===== src/rtl/seq_mult_pkg.sv =====
// Shared definitions for the sequential shift-and-add multiplier:
// FSM state encoding and the default operand width.
package seq_mult_pkg;

  localparam int DEFAULT_WIDTH = 8;

  typedef enum logic [2:0] {
    S_IDLE  = 3'd0,
    S_LOAD  = 3'd1,
    S_CHECK = 3'd2,
    S_ADD   = 3'd3,
    S_SHIFT = 3'd4,
    S_DONE  = 3'd5
  } state_t;

endpackage


===== src/rtl/seq_mult_fsm.sv =====
// Control FSM for seq_mult_core: sequences LOAD/CHECK/ADD/SHIFT/DONE.
// Every output is decoded from the state register alone (Moore).
module seq_mult_fsm
  import seq_mult_pkg::*;
(
  input  logic clk,
  input  logic clr,
  input  logic go,
  input  logic b_zero,
  input  logic b_lsb,
  output logic load,
  output logic add,
  output logic shift,
  output logic busy,
  output logic done
);

  state_t state_q, state_d;

  always_comb begin
    // NOTE: state_d gets a default before the case so no path leaves it unassigned (no latch).
    state_d = state_q;
    case (state_q)
      S_IDLE:  if (go) state_d = S_LOAD;
      S_LOAD:  state_d = S_CHECK;
      S_CHECK: begin
        if (b_zero)     state_d = S_DONE;
        else if (b_lsb) state_d = S_ADD;
        else            state_d = S_SHIFT;
      end
      S_ADD:   state_d = S_SHIFT;
      S_SHIFT: state_d = S_CHECK;
      S_DONE:  state_d = S_IDLE;
      default: state_d = S_IDLE;
    endcase
  end

  // NOTE: clr is synchronous, so it is tested inside the clocked block, not in the sensitivity list.
  always_ff @(posedge clk) begin
    if (clr) state_q <= S_IDLE;
    // NOTE: state is updated with <= so every flop samples pre-edge values.
    else     state_q <= state_d;
  end

  assign load  = (state_q == S_LOAD);
  assign add   = (state_q == S_ADD);
  assign shift = (state_q == S_SHIFT);
  assign busy  = (state_q != S_IDLE);
  assign done  = (state_q == S_DONE);

endmodule


===== src/rtl/seq_mult_core.sv =====
// Sequential shift-and-add multiplier datapath around seq_mult_fsm.
// Define SEQ_MULT_SIGNED_EN for two's-complement operands (sign-magnitude internally).
module seq_mult_core
  import seq_mult_pkg::*;
#(
  parameter int WIDTH = DEFAULT_WIDTH
) (
  input  logic               clk,
  input  logic               clr,
  input  logic               go,
  input  logic [WIDTH-1:0]   a,
  input  logic [WIDTH-1:0]   b,
  output logic               busy,
  output logic               done,
  output logic [2*WIDTH-1:0] product
);

  logic               load, add, shift, accept;
  logic [WIDTH-1:0]   a_cap_q, a_cap_d, b_cap_q, b_cap_d;
  logic [WIDTH-1:0]   a_mag, b_mag;
  logic [2*WIDTH-1:0] a_reg_q, a_reg_d, acc_q, acc_d;
  logic [WIDTH-1:0]   b_reg_q, b_reg_d;

  seq_mult_fsm u_fsm (
    .clk    (clk),
    .clr    (clr),
    .go     (go),
    .b_zero (b_reg_q == '0),
    .b_lsb  (b_reg_q[0]),
    .load   (load),
    .add    (add),
    .shift  (shift),
    .busy   (busy),
    .done   (done)
  );

  // Operands are frozen on the accepting edge so later changes on a/b are ignored.
  assign accept = go && !busy;

`ifdef SEQ_MULT_SIGNED_EN
  logic sign_q, sign_d;

  // Negating the most negative value wraps to 2^(WIDTH-1), its correct unsigned magnitude.
  assign a_mag   = a_cap_q[WIDTH-1] ? -a_cap_q : a_cap_q;
  assign b_mag   = b_cap_q[WIDTH-1] ? -b_cap_q : b_cap_q;
  assign sign_d  = load ? (a_cap_q[WIDTH-1] ^ b_cap_q[WIDTH-1]) : sign_q;
  assign product = sign_q ? -acc_q : acc_q;

  always_ff @(posedge clk) begin
    if (clr) sign_q <= 1'b0;
    else     sign_q <= sign_d;
  end
`else
  assign a_mag   = a_cap_q;
  assign b_mag   = b_cap_q;
  assign product = acc_q;
`endif

  always_comb begin
    a_cap_d = a_cap_q;
    b_cap_d = b_cap_q;
    a_reg_d = a_reg_q;
    b_reg_d = b_reg_q;
    acc_d   = acc_q;
    if (accept) begin
      a_cap_d = a;
      b_cap_d = b;
    end
    if (load) begin
      acc_d   = '0;
      a_reg_d = {{WIDTH{1'b0}}, a_mag};
      b_reg_d = b_mag;
    end
    if (add) acc_d = acc_q + a_reg_q;
    if (shift) begin
      a_reg_d = a_reg_q << 1;
      b_reg_d = b_reg_q >> 1;
    end
  end

  always_ff @(posedge clk) begin
    if (clr) begin
      a_cap_q <= '0;
      b_cap_q <= '0;
      a_reg_q <= '0;
      b_reg_q <= '0;
      acc_q   <= '0;
    end else begin
      a_cap_q <= a_cap_d;
      b_cap_q <= b_cap_d;
      a_reg_q <= a_reg_d;
      b_reg_q <= b_reg_d;
      acc_q   <= acc_d;
    end
  end

endmodule


===== config.mk =====
export PLATFORM = sky130hd
export DESIGN_NAME = seq_mult_core
export DESIGN_NICKNAME = d
export VERILOG_FILES = /design/src/rtl/seq_mult_pkg.sv /design/src/rtl/seq_mult_fsm.sv /design/src/rtl/seq_mult_core.sv
export SDC_FILE = /design/constraint.sdc
export NUM_CORES = 1
export LEC_CHECK = 0
export ABC_CLOCK_PERIOD_IN_PS = 2900
export BUFFER_PORTS_ARGS = -buffer_cell sky130_fd_sc_hd__clkbuf_2
export CAP_MARGIN = 10
export CORE_AREA = 2 2 76 78
export CTS_CLUSTER_DIAMETER = 200
export DETAILED_ROUTE_END_ITERATION = 7
export DIE_AREA = 0 0 78 80
export PLACE_DENSITY = 0.74
export SYNTH_ARGS = -nofsm -noshare
export SYNTH_HDL_FRONTEND = slang
export SYNTH_SLANG_ARGS = --single-unit

===== constraint.sdc =====
create_clock -name clk -period 2.9 [get_ports clk]
set_input_delay 0.58 -clock clk [delete_from_list [all_inputs] [get_ports clk]]
set_output_delay 0.58 -clock clk [all_outputs]
set_load 0.1 [all_outputs]

# Yosys cells after proc, flatten, opt, wreduce, memory -nomap -nowiden

Index checks and enable logic that the tools add are counted.

Register bits: 59
Logic and storage cells: 34
Memories: 0
Input bits: 19
Memory bits (read-only): 0
Output and inout port bits: 18
Latch bits: 0
Bits in writable memories: 0

Add/subtract/negate cells: 1
Shift operators: 0
Reduce and logical (&&, ||, !) cells: 9
Order comparisons: 0
Multiply operators: 0
Equal/unequal tests: 6
Div/mod/pow operators: 0
Mux-type cells: 10
Bitwise operators: 0

Operator list:

| operator           | number |
|---|---|
| $mux 16            | 4 |
| $add 16x16->16     | 1 |
| $mux 7             | 2 |
| $pmux 3 s4         | 1 |
| $mux 3             | 3 |
| $logic_not 8->1    | 1 |
| $eq 3x2->1 const B | 2 |
| $eq 3x3->1 const B | 2 |
| $reduce_bool 2->1  | 2 |
| $reduce_or 2->1    | 2 |
| $eq 3x1->1 const B | 1 |
| $logic_not 3->1    | 1 |
| $reduce_bool 3->1  | 1 |
| $ne 2x2->1 const B | 1 |
| $logic_and 1x1->1  | 1 |
| $logic_not 1->1    | 1 |

# Depth between registers and ports, before layout

Gate-level depths: netlist (run 1).

Depth after elaboration: 3
Gate-level depth with buffers: 10

# By module

Synthesis (run 1) repeated with hierarchy kept, for this count alone.

Cells, all modules: 375
Area total of the unflattened synthesis: 3072.9 sq um

By module, submodules not included:

| module        | seq. area each (sq um) | instances | area an instance (sq um) | cells each |
|---|---|---|---|---|
| seq_mult_core | 1121.1                 | 1         | 2897.8                   | 356 |
| seq_mult_fsm  | 60.1                   | 1         | 175.2                    | 19 |

# Worst setup path before layout (run 1)

Ideal clock, no wire load.

Path type: reg2reg
From: register acc_q[0] (netlist: product[0])
To: register acc_q[14] (netlist: product[14])
Cell stages (with the launch flop): 11
Data required time: 2.834 ns
Data arrival time: 2.750 ns
Setup slack: 0.084 ns
Period minus slack after synthesis: 2.816 ns
Cell sequence: dfxtp_1 ha_1 inv_1 fa_1 nand2b_1 nand2b_2 a21bo_1 a21oi_2 o22a_2 or3_1 nand3_1

Longest elaborated chain between the ends: 2

RTL lines:

| element                | RTL line            | RTL |
|---|---|---|
| from (decl)            | seq_mult_core.sv:21 | `logic [2*WIDTH-1:0] a_reg_q, a_reg_d, acc_q, acc_d;` |
| from (signal assigned) | seq_mult_core.sv:87 | `acc_q <= '0;` |
| from (signal assigned) | seq_mult_core.sv:93 | `acc_q <= acc_d;` |
| $add 16x16->16         | seq_mult_core.sv:74 | `if (add) acc_d = acc_q + a_reg_q;` |
| $mux 16                | seq_mult_core.sv:74 |  |

No other way between the ends.
A chain may end at the register's enable or synchronous reset.

# Worst setup path in the final report (run 1)

Same ends and word-level chain as after synthesis.

==> run metrics, run 1 <==
standard cell core area 0.00541 sq mm; fraction of power spent switching nets 25.6%; die extent in y 80 um; total overflow reported by the global router 0; CTS H-tree depth 3; clock latency on the worst-skew pair 0.33 ns; total power 1.85 mW; simple logic cell fraction of the synthesized area 19.2%; total count of max-transition violations in the final report 0; commonest non-fill, non-tap cells in the layout nand2_1, dfxtp_1, a21oi_1, clkbuf_2; number of global-route vias before repair 2319; Routed WL 6.05 mm; number of rows created at floorplan 27; leading cell type in the layout, fill and taps excluded nand2_1; proportion of power drawn by the clock network 43.5%; path category of the worst min-delay check in -> reg; minimum hold slack 0.457 ns; global-route wire length before repair 10.3 mm; start-to-end type of the worst setup path reg -> reg; tightest slew margin relative to the limit 58.5%; share of the synthesized area in compound gates (AO/OA/AOI/OAI) 23.8%; largest vdd supply drop 371 uV; pin count of the biggest net entering global routing 33; mapped cell area 0.00301 sq mm; yosys warns 0; All-Layer GR Usage 20.9%; Antenna Nets Post-Route 0; count of hold-fix buffers inserted at cts 0; cell taking the most area after synthesis dfxtp_1; data required time at the worst endpoint 3.18 ns; biggest area contributors in the synthesized netlist dfxtp_1, nand2_1, a21oi_1; final critical-path share of the clock period 76.3%; total of max-cap violations 0; mux contribution to synthesized area 1.70%; power per cell area 553 mW/mm^2; Fin Clk Skew 0.00617 ns; number of synthesized register bits 59; width of the die 78 um; count of clock tree sinks 59; number of antenna violations at the first check in global routing 0; Detail Route met3 WL 212 um; Design Area, Final 0.00335 sq mm; met2 routed wirelength 2.84 mm; EDFF count, synth 0; setup total negative slack 0 ns; Post-Synthesis Cells 350; sequential element share of the synthesized area 39.2%; setup repair after global routing missed its margin false; Reg clk slew, reported paths 0.07 ns; Slew @ Worst Pin 0.622 ns; share of the synthesized area in the top cell type 39.2%; minimum period implied by the final worst setup slack 2.21 ns; WL met1 2.89 mm; largest fanout on the critical path 4; xor and xnor fraction of the mapped netlist area 2.62%; Post-DP HPWL 4.25 mm; Async S/R FF share, synth 0%; weighted congestion reported at the end of routability-driven placement 0.839; initial core utilization 55.7%; total iterations of the first detailed-routing run 4; net load switching power 473 uW; hold violation count in the final report 0; sort of element at the end of the critical path flop; TritonCTS clock tree yes; number of CTS-inserted buffers 9; Max Clock Freq 452 MHz; internal cell power 1.38 mW; Synthesized Nets 385; run status finished clean; maximum root-to-sink buffer count 2; final non-filler cell total 454; worst-case register-to-register setup slack 0.69 ns; Root Buffer Master clkbuf_8; post-route core utilization 61.9%; Final setup violation count 0; Hold Path Depth 3; Total Nets Final 412; area of the die 0.00624 sq mm; setup slack at placement 0.696 ns; main flop type after synthesis dfxtp_1; relative contribution of sequential cells to total power 46.8%; count of input and output buffers 36; fraction of the mapped netlist area in adder cells 6.90%; Resized cells post-CTS 0; Synth Area per Inst 8.60 sq um; top routing layer in use met4; worst endpoint data arrival time 2.49 ns; Final Worst Setup Slack 0.686 ns; share of total power in combinational logic 9.6%; ratio of routed vias to standard cells 5.50; Antenna Diode Count 0; Remaining DRCs 0; critical path startpoint category flop; placed instance area 0.00314 sq mm; fraction of layout instances using a drive strength above 1 18.1%; fillers 515; total I/O pin count 37; combinational family with the most area after synthesis compound AO/OA/AOI/OAI gates; final routed wire length divided by cell count 13.3 um; count of vias placed by the detailed router 2498; Placed Cells incl. Taps 438; Syn-to-layout area delta 11.2%; number of different library cells in the post-synthesis netlist 57; iteration-0 DRC count of the detailed router 113; Post-CTS Repair Setup Buffers 0; Static Leak 1.39 nW; number of cell instances on the worst register-to-register path 10
## layer usage
layer / track usage, % / vias to the layer above
li1: - / 1300
met1: 26.2 / 1143
met2: 34.5 / 47
met3: 3.73 / 8
met4: 10.5 / 0
met5: 0 / -
## cells by family after synthesis
family / after synthesis
xor+xnor: 9
flops: 59
buf+inv: 31
compound gates: 108
simple gates: 122
fa+ha+maj: 16
mux: 5
## cell type report
cell class	instances	area, sq um	share of cell area [%]
Timing Repair Buffer	39	203	6.05
Clock buffer	11	131	3.92
Clock inverter	5	77.6	2.32
Sequential cell	59	1180	35.3
Inverter	8	30.0	0.897
Multi-Input combinational cell	260	1640	48.8
Tap cell	72	90.1	2.69
## power by group through the flow
stage	Clock [mW]	Sequential, mW	Combinational, mW
after floorplan	0	0.873	0.163
after global placement	0	0.884	0.177
after detailed placement	0	0.885	0.179
after CTS	0.816	0.866	0.180
after global routing	0.853	0.871	0.201
final	0.806	0.867	0.179
## Yosys cell counts, types with 6 or more instances
| cell type | number |
|---|---|
| nand2_1 | 63 |
| dfxtp_1 | 59 |
| a21oi_1 | 41 |
| a22oi_1 | 21 |
| nor2_1 | 21 |
| ha_1 | 15 |
| o21ai_0 | 12 |
| clkbuf_1 | 8 |
| inv_1 | 8 |
| a311oi_1 | 7 |
| nand3_1 | 7 |
| xnor2_1 | 6 |
## worst max-delay path, stage by stage (launching register included)
cell and delay [ns]:
dfxtp_1 0.35, ha_1 0.22, inv_1 0.07, fa_1 0.38, nand2b_1 0.18, nand2b_2 0.08, a21bo_1 0.11, a21oi_2 0.09
o22a_2 0.26, or3_1 0.35, nand3_1 0.07
## worst paths after layout
path / startpoint / end
worst min register to register: b_cap_q[7] / b_cap_q[7]
worst max-delay path: product[0] / product[14]
worst max register to register: product[0] / product[14]
worst min-delay path: b[3] / b_cap_q[3]
## flip-flops by register name, indices dropped and copies added (netlist names)
| register | flops |
|---|---|
| a_reg_q | 16 |
| product | 16 |
| a_cap_q | 8 |
| b_cap_q | 8 |
| b_reg_q | 8 |
| u_fsm.state_q | 3 |
Power figures use the tool's default switching activity.
==> run 2, diff against run 1 <==
Settings changed: ABC_CLOCK_PERIOD_IN_PS 2900 to 1900, CORE_AREA 2 2 76 78 to 2 2 80 82, DIE_AREA 0 0 78 80 to 0 0 82 84, PLACE_DENSITY 0.74 to 0.7.
Clock period 2.9 ns to 1.9 ns, I/O delays scaled along.
==> run metrics, run 2 (same netlist as run 1, synthesis figures left out) <==
run status finished with violations; failing checks negative setup slack; fraction of layout instances using a drive strength above 1 31.3%; total count of max-transition violations in the final report 0; cells along the critical path ha_4 -> inv_2 -> fa_2 -> nand2b_4 -> nand2b_4 -> a21bo_1 -> a21oi_4 -> o22a_2 -> or3_1 -> nand3_1; net load switching power 724 uW; total I/O pin count 37; worst endpoint data arrival time 2.24 ns; largest vdd supply drop 479 uV; Slew @ Worst Pin 0.547 ns; setup repair after global routing missed its margin true; Static Leak 1.52 nW; Antenna Nets Post-Route 0; iteration-0 DRC count of the detailed router 162; area of the die 0.00689 sq mm; Antenna Diode Count 0; Root Buffer Master clkbuf_8; leading cell type in the layout, fill and taps excluded nand2_1; final critical-path share of the clock period 104%; total power 2.72 mW; Total Nets Final 434; proportion of power drawn by the clock network 40.4%; count of vias placed by the detailed router 2622; Max Clock Freq 507 MHz; number of CTS-inserted buffers 9; commonest non-fill, non-tap cells in the layout nand2_1, a21oi_1, dfxtp_1, clkbuf_2, buf_4; global-route wire length before repair 11.8 mm; Syn-to-layout area delta 23.8%; critical path startpoint category flop; hold violation count in the final report 0; number of global-route vias before repair 2611; All-Layer GR Usage 21.7%; count of input and output buffers 36; Remaining DRCs 0; die extent in y 84 um; count of clock tree sinks 59; post-route core utilization 61.2%; internal cell power 2.00 mW; total iterations of the first detailed-routing run 4; number of antenna violations at the first check in global routing 0; share of total power in combinational logic 11.6%; hold_sp b[2]; cell repeated most along the worst path nand2b_4; weighted congestion reported at the end of routability-driven placement 0.975; sort of element at the end of the critical path flop; Crit. Startpoint product[0]; Final Worst Setup Slack -0.0726 ns; final routed wire length divided by cell count 14.2 um; start-to-end type of the worst setup path reg -> reg; clock latency on the worst-skew pair 0.34 ns; standard cell core area 0.00610 sq mm; Reg clk slew, reported paths 0.07 ns; Fin Clk Skew 0.0105 ns; minimum period implied by the final worst setup slack 1.97 ns; number of rows created at floorplan 29; largest fanout on the critical path 4; power per cell area 730 mW/mm^2; relative contribution of sequential cells to total power 48.0%; peak per-stage delay on the critical path 0.36 ns; Final setup violation count 2; tightest slew margin relative to the limit 63.7%; Routed WL 6.80 mm; initial core utilization 49.4%; width of the die 82 um; total of max-cap violations 0; fraction of power spent switching nets 26.6%; cell with the largest stage delay on the worst path dfxtp_4; maximum root-to-sink buffer count 2; TritonCTS clock tree yes; ratio of routed vias to standard cells 5.46; data required time at the worst endpoint 2.17 ns; Post-DP HPWL 4.90 mm; count of hold-fix buffers inserted at cts 0; pin count of the biggest net entering global routing 29; CTS H-tree depth 3; startpoint of the worst-slack reg-to-reg timing path product[0]; total overflow reported by the global router 0; path category of the worst min-delay check in -> reg
-- run 2: cell types whose count changed in the layout (fill, tap and decap cells not counted), sizes merged --
cell      change
buf          +24
bufinv        -2
clkbuf        +1
clkinv        -1
clkinvlp      -1
-- run 2: layout make-up --
type | instances | area [sq um]
Sequential cell | 59 | 1240
Tap cell | 77 | 96.3
Timing Repair Buffer | 61 | 385
Clock buffer | 14 | 184
Clock inverter | 1 | 5.00
Fill cell | 543 | 2370
Inverter | 8 | 30.0
Multi-Input combinational cell | 260 | 1790
-- run 2: per-stage QoR --
stage / hold WS, ns / TNS [ns] / instances / instance area (sq um) / setup WS, ns
3_3_place_gp: 0.445 / -0.0467 / 462 / 3430 / -0.0264
4_1_cts: 0.251 / -0.103 / 477 / 3650 / -0.0537
6_report: 0.260 / -0.118 / 480 / 3730 / -0.0726
2_1_floorplan: 0.436 / -0.714 / 350 / 3140 / -0.218
5_1_grt: 0.267 / -0.464 / 480 / 3730 / -0.151
3_5_place_dp: 0.450 / -0.142 / 462 / 3430 / -0.0727
-- run 2: worst paths after layout --
check                end  slack [ns]  cells past startpoint
max          product[14]       -0.07                     10
min           b_cap_q[2]        0.26                      3
max reg2reg  product[14]       -0.07                     10
min reg2reg   b_cap_q[3]        0.46                      2
-- run 2: power groups by stage --
stage                     Sequential (mW)  Clock [mW]  Combinational (mW)
final                                1.31        1.10               0.315
after global routing                 1.31        1.18               0.353
after global placement               1.33           0               0.309
after detailed placement             1.33           0               0.314
after CTS                            1.31        1.12               0.316
after floorplan                      1.31           0               0.251
-- run 2: metal layers --
metal | vias up | global-route usage, % | part of all wire, %
met2 | 64 | 32.4 | 45
met4 | 0 | 6.52 | 1.5
li1 | 1339 | - | -
met3 | 13 | 5.30 | 5.0
met1 | 1206 | 30.7 | 49
met5 | - | 0 | 0
-- run 2: timing repair --
action                     CTS  global route
setup endpoints to repair    5             8
gates resized for setup      6            11
pin swaps                    7             8
buffers inserted             0             3
hold endpoints to repair     0             0
-- run 2: worst max-delay path: cells and delay by family, from the launching register on --
| family | cells | cell delay [ns] |
|---|---|---|
| buffers and inverters | 1 | 0.03 |
| and+or+nand+nor | 4 | 0.60 |
| DFF | 1 | 0.36 |
| adders and majority gates | 2 | 0.46 |
| AOI/OAI and AO/OA | 3 | 0.45 |
==> run 3, diff against run 2 <==
Settings changed: RECOVER_POWER from default to 25.
==> run metrics, run 3 (same netlist as run 1, synthesis figures left out) <==
count of clock tree sinks 59; minimum period implied by the final worst setup slack 1.97 ns; placed instance area 0.00343 sq mm; failing checks negative setup slack; TritonCTS clock tree yes; hold violation count in the final report 0; hold_sp b[2]; CTS H-tree depth 3; area of the die 0.00689 sq mm; run status finished with violations; fillers 543; Routed WL 6.82 mm; largest vdd supply drop 480 uV; number of global-route vias before repair 2611; weighted congestion reported at the end of routability-driven placement 0.975; tightest slew margin relative to the limit 63.7%; standard cell core area 0.00610 sq mm; total count of max-transition violations in the final report 0; final critical-path share of the clock period 104%; Total Nets Final 434; path category of the worst min-delay check in -> reg; Static Leak 1.51 nW; number of CTS-inserted buffers 9; total of max-cap violations 0; number of rows created at floorplan 29; die extent in y 84 um; data required time at the worst endpoint 2.16 ns; number of antenna violations at the first check in global routing 0; Syn-to-layout area delta 23.7%; count of vias placed by the detailed router 2632; Placed Cells incl. Taps 462; maximum root-to-sink buffer count 2; Root Buffer Master clkbuf_8; count of hold-fix buffers inserted at cts 0; total overflow reported by the global router 0; Fin Clk Skew 0.00987 ns; sort of element at the end of the critical path flop; total iterations of the first detailed-routing run 4; total I/O pin count 37; minimum hold slack 0.261 ns; initial core utilization 49.4%; setup repair after global routing missed its margin true; Design Area, Final 0.00373 sq mm; All-Layer GR Usage 21.7%; Antenna Nets Post-Route 0; fraction of layout instances using a drive strength above 1 31.0%; Crit. Startpoint product[0]; largest fanout on the critical path 4; start-to-end type of the worst setup path reg -> reg; clock latency on the worst-skew pair 0.34 ns; commonest non-fill, non-tap cells in the layout nand2_1, a21oi_1, dfxtp_1, clkbuf_2, buf_4; total power 2.72 mW; power per cell area 730 mW/mm^2; Remaining DRCs 0; startpoint of the worst-slack reg-to-reg timing path product[0]; Final setup violation count 2; Slew @ Worst Pin 0.547 ns; Final Worst Setup Slack -0.0749 ns; iteration-0 DRC count of the detailed router 150; final non-filler cell total 480; Post-DP HPWL 4.90 mm; Antenna Diode Count 0; ratio of routed vias to standard cells 5.48; width of the die 82 um; global-route wire length before repair 11.8 mm; leading cell type in the layout, fill and taps excluded nand2_1; critical path startpoint category flop; worst endpoint data arrival time 2.24 ns; post-route core utilization 61.1%; count of input and output buffers 36; Max Clock Freq 506 MHz; pin count of the biggest net entering global routing 29; Reg clk slew, reported paths 0.07 ns; final routed wire length divided by cell count 14.2 um
[run 3: changes by cell type in the layout (fill, tap and decap cells not counted), sizes merged]
cell	before	now
clkbuf	48	49
buf	27	26
[run 3: worst max-delay path, cell delays in order, from the launching register on]
cell      delay [ns]
dfxtp_4         0.36
ha_4            0.13
inv_2           0.03
fa_2            0.33
nand2b_4        0.16
nand2b_4        0.07
a21bo_1         0.15
a21oi_4         0.08
o22a_2          0.22
or3_1           0.31
nand3_1         0.07
[run 3: metal layers]
layer	global-route usage, %	up-vias	part of all wire (%)
met4	6.52	0	1.1
met1	30.7	1203	48
met5	0	-	0
met3	5.30	8	5.7
li1	-	1343	-
met2	32.4	78	45
[run 3: path summary, 6_finish.rpt]
path                       to  slack (ns)  cells past startpoint
setup / recovery  product[14]       -0.07                     10
hold reg to reg    b_cap_q[3]        0.46                      2
hold / removal     b_cap_q[2]        0.26                      3
setup reg to reg  product[14]       -0.07                     10
[run 3: where the power goes]
part	switching [mW]	internal [mW]
Combinational	0.198	0.115
Clock	0.485	0.617
Sequential	0.0409	1.26
[run 3: area by class of cell]
cell class              instances  area [sq um]  share of cell area, %
multi-input cells             260          1790                   48.0
flip-flops and latches         59          1240                   33.3
repair buffers                 61           382                   10.2
clock buffers                  14           184                   4.94
well taps                      77          96.3                   2.59
inverters                       8          30.0                  0.806
clock inverters                 1          5.00                  0.134
[run 3: what timing repair did]
item                                    4_1_cts  5_1_grt
endpoints found under the setup margin        5        8
gates resized for setup                       6       11
endpoints found under the hold margin         0        0
pin swaps                                     7        8
setup buffers                                 0        3
[run 3: through the flow]
stage / TNS, ns / setup slack [ns]
after floorplan: -0.714 / -0.218
after detailed placement: -0.142 / -0.0727
after global placement: -0.0467 / -0.0264
final: -0.123 / -0.0749
after CTS: -0.103 / -0.0537
after global routing: -0.464 / -0.151
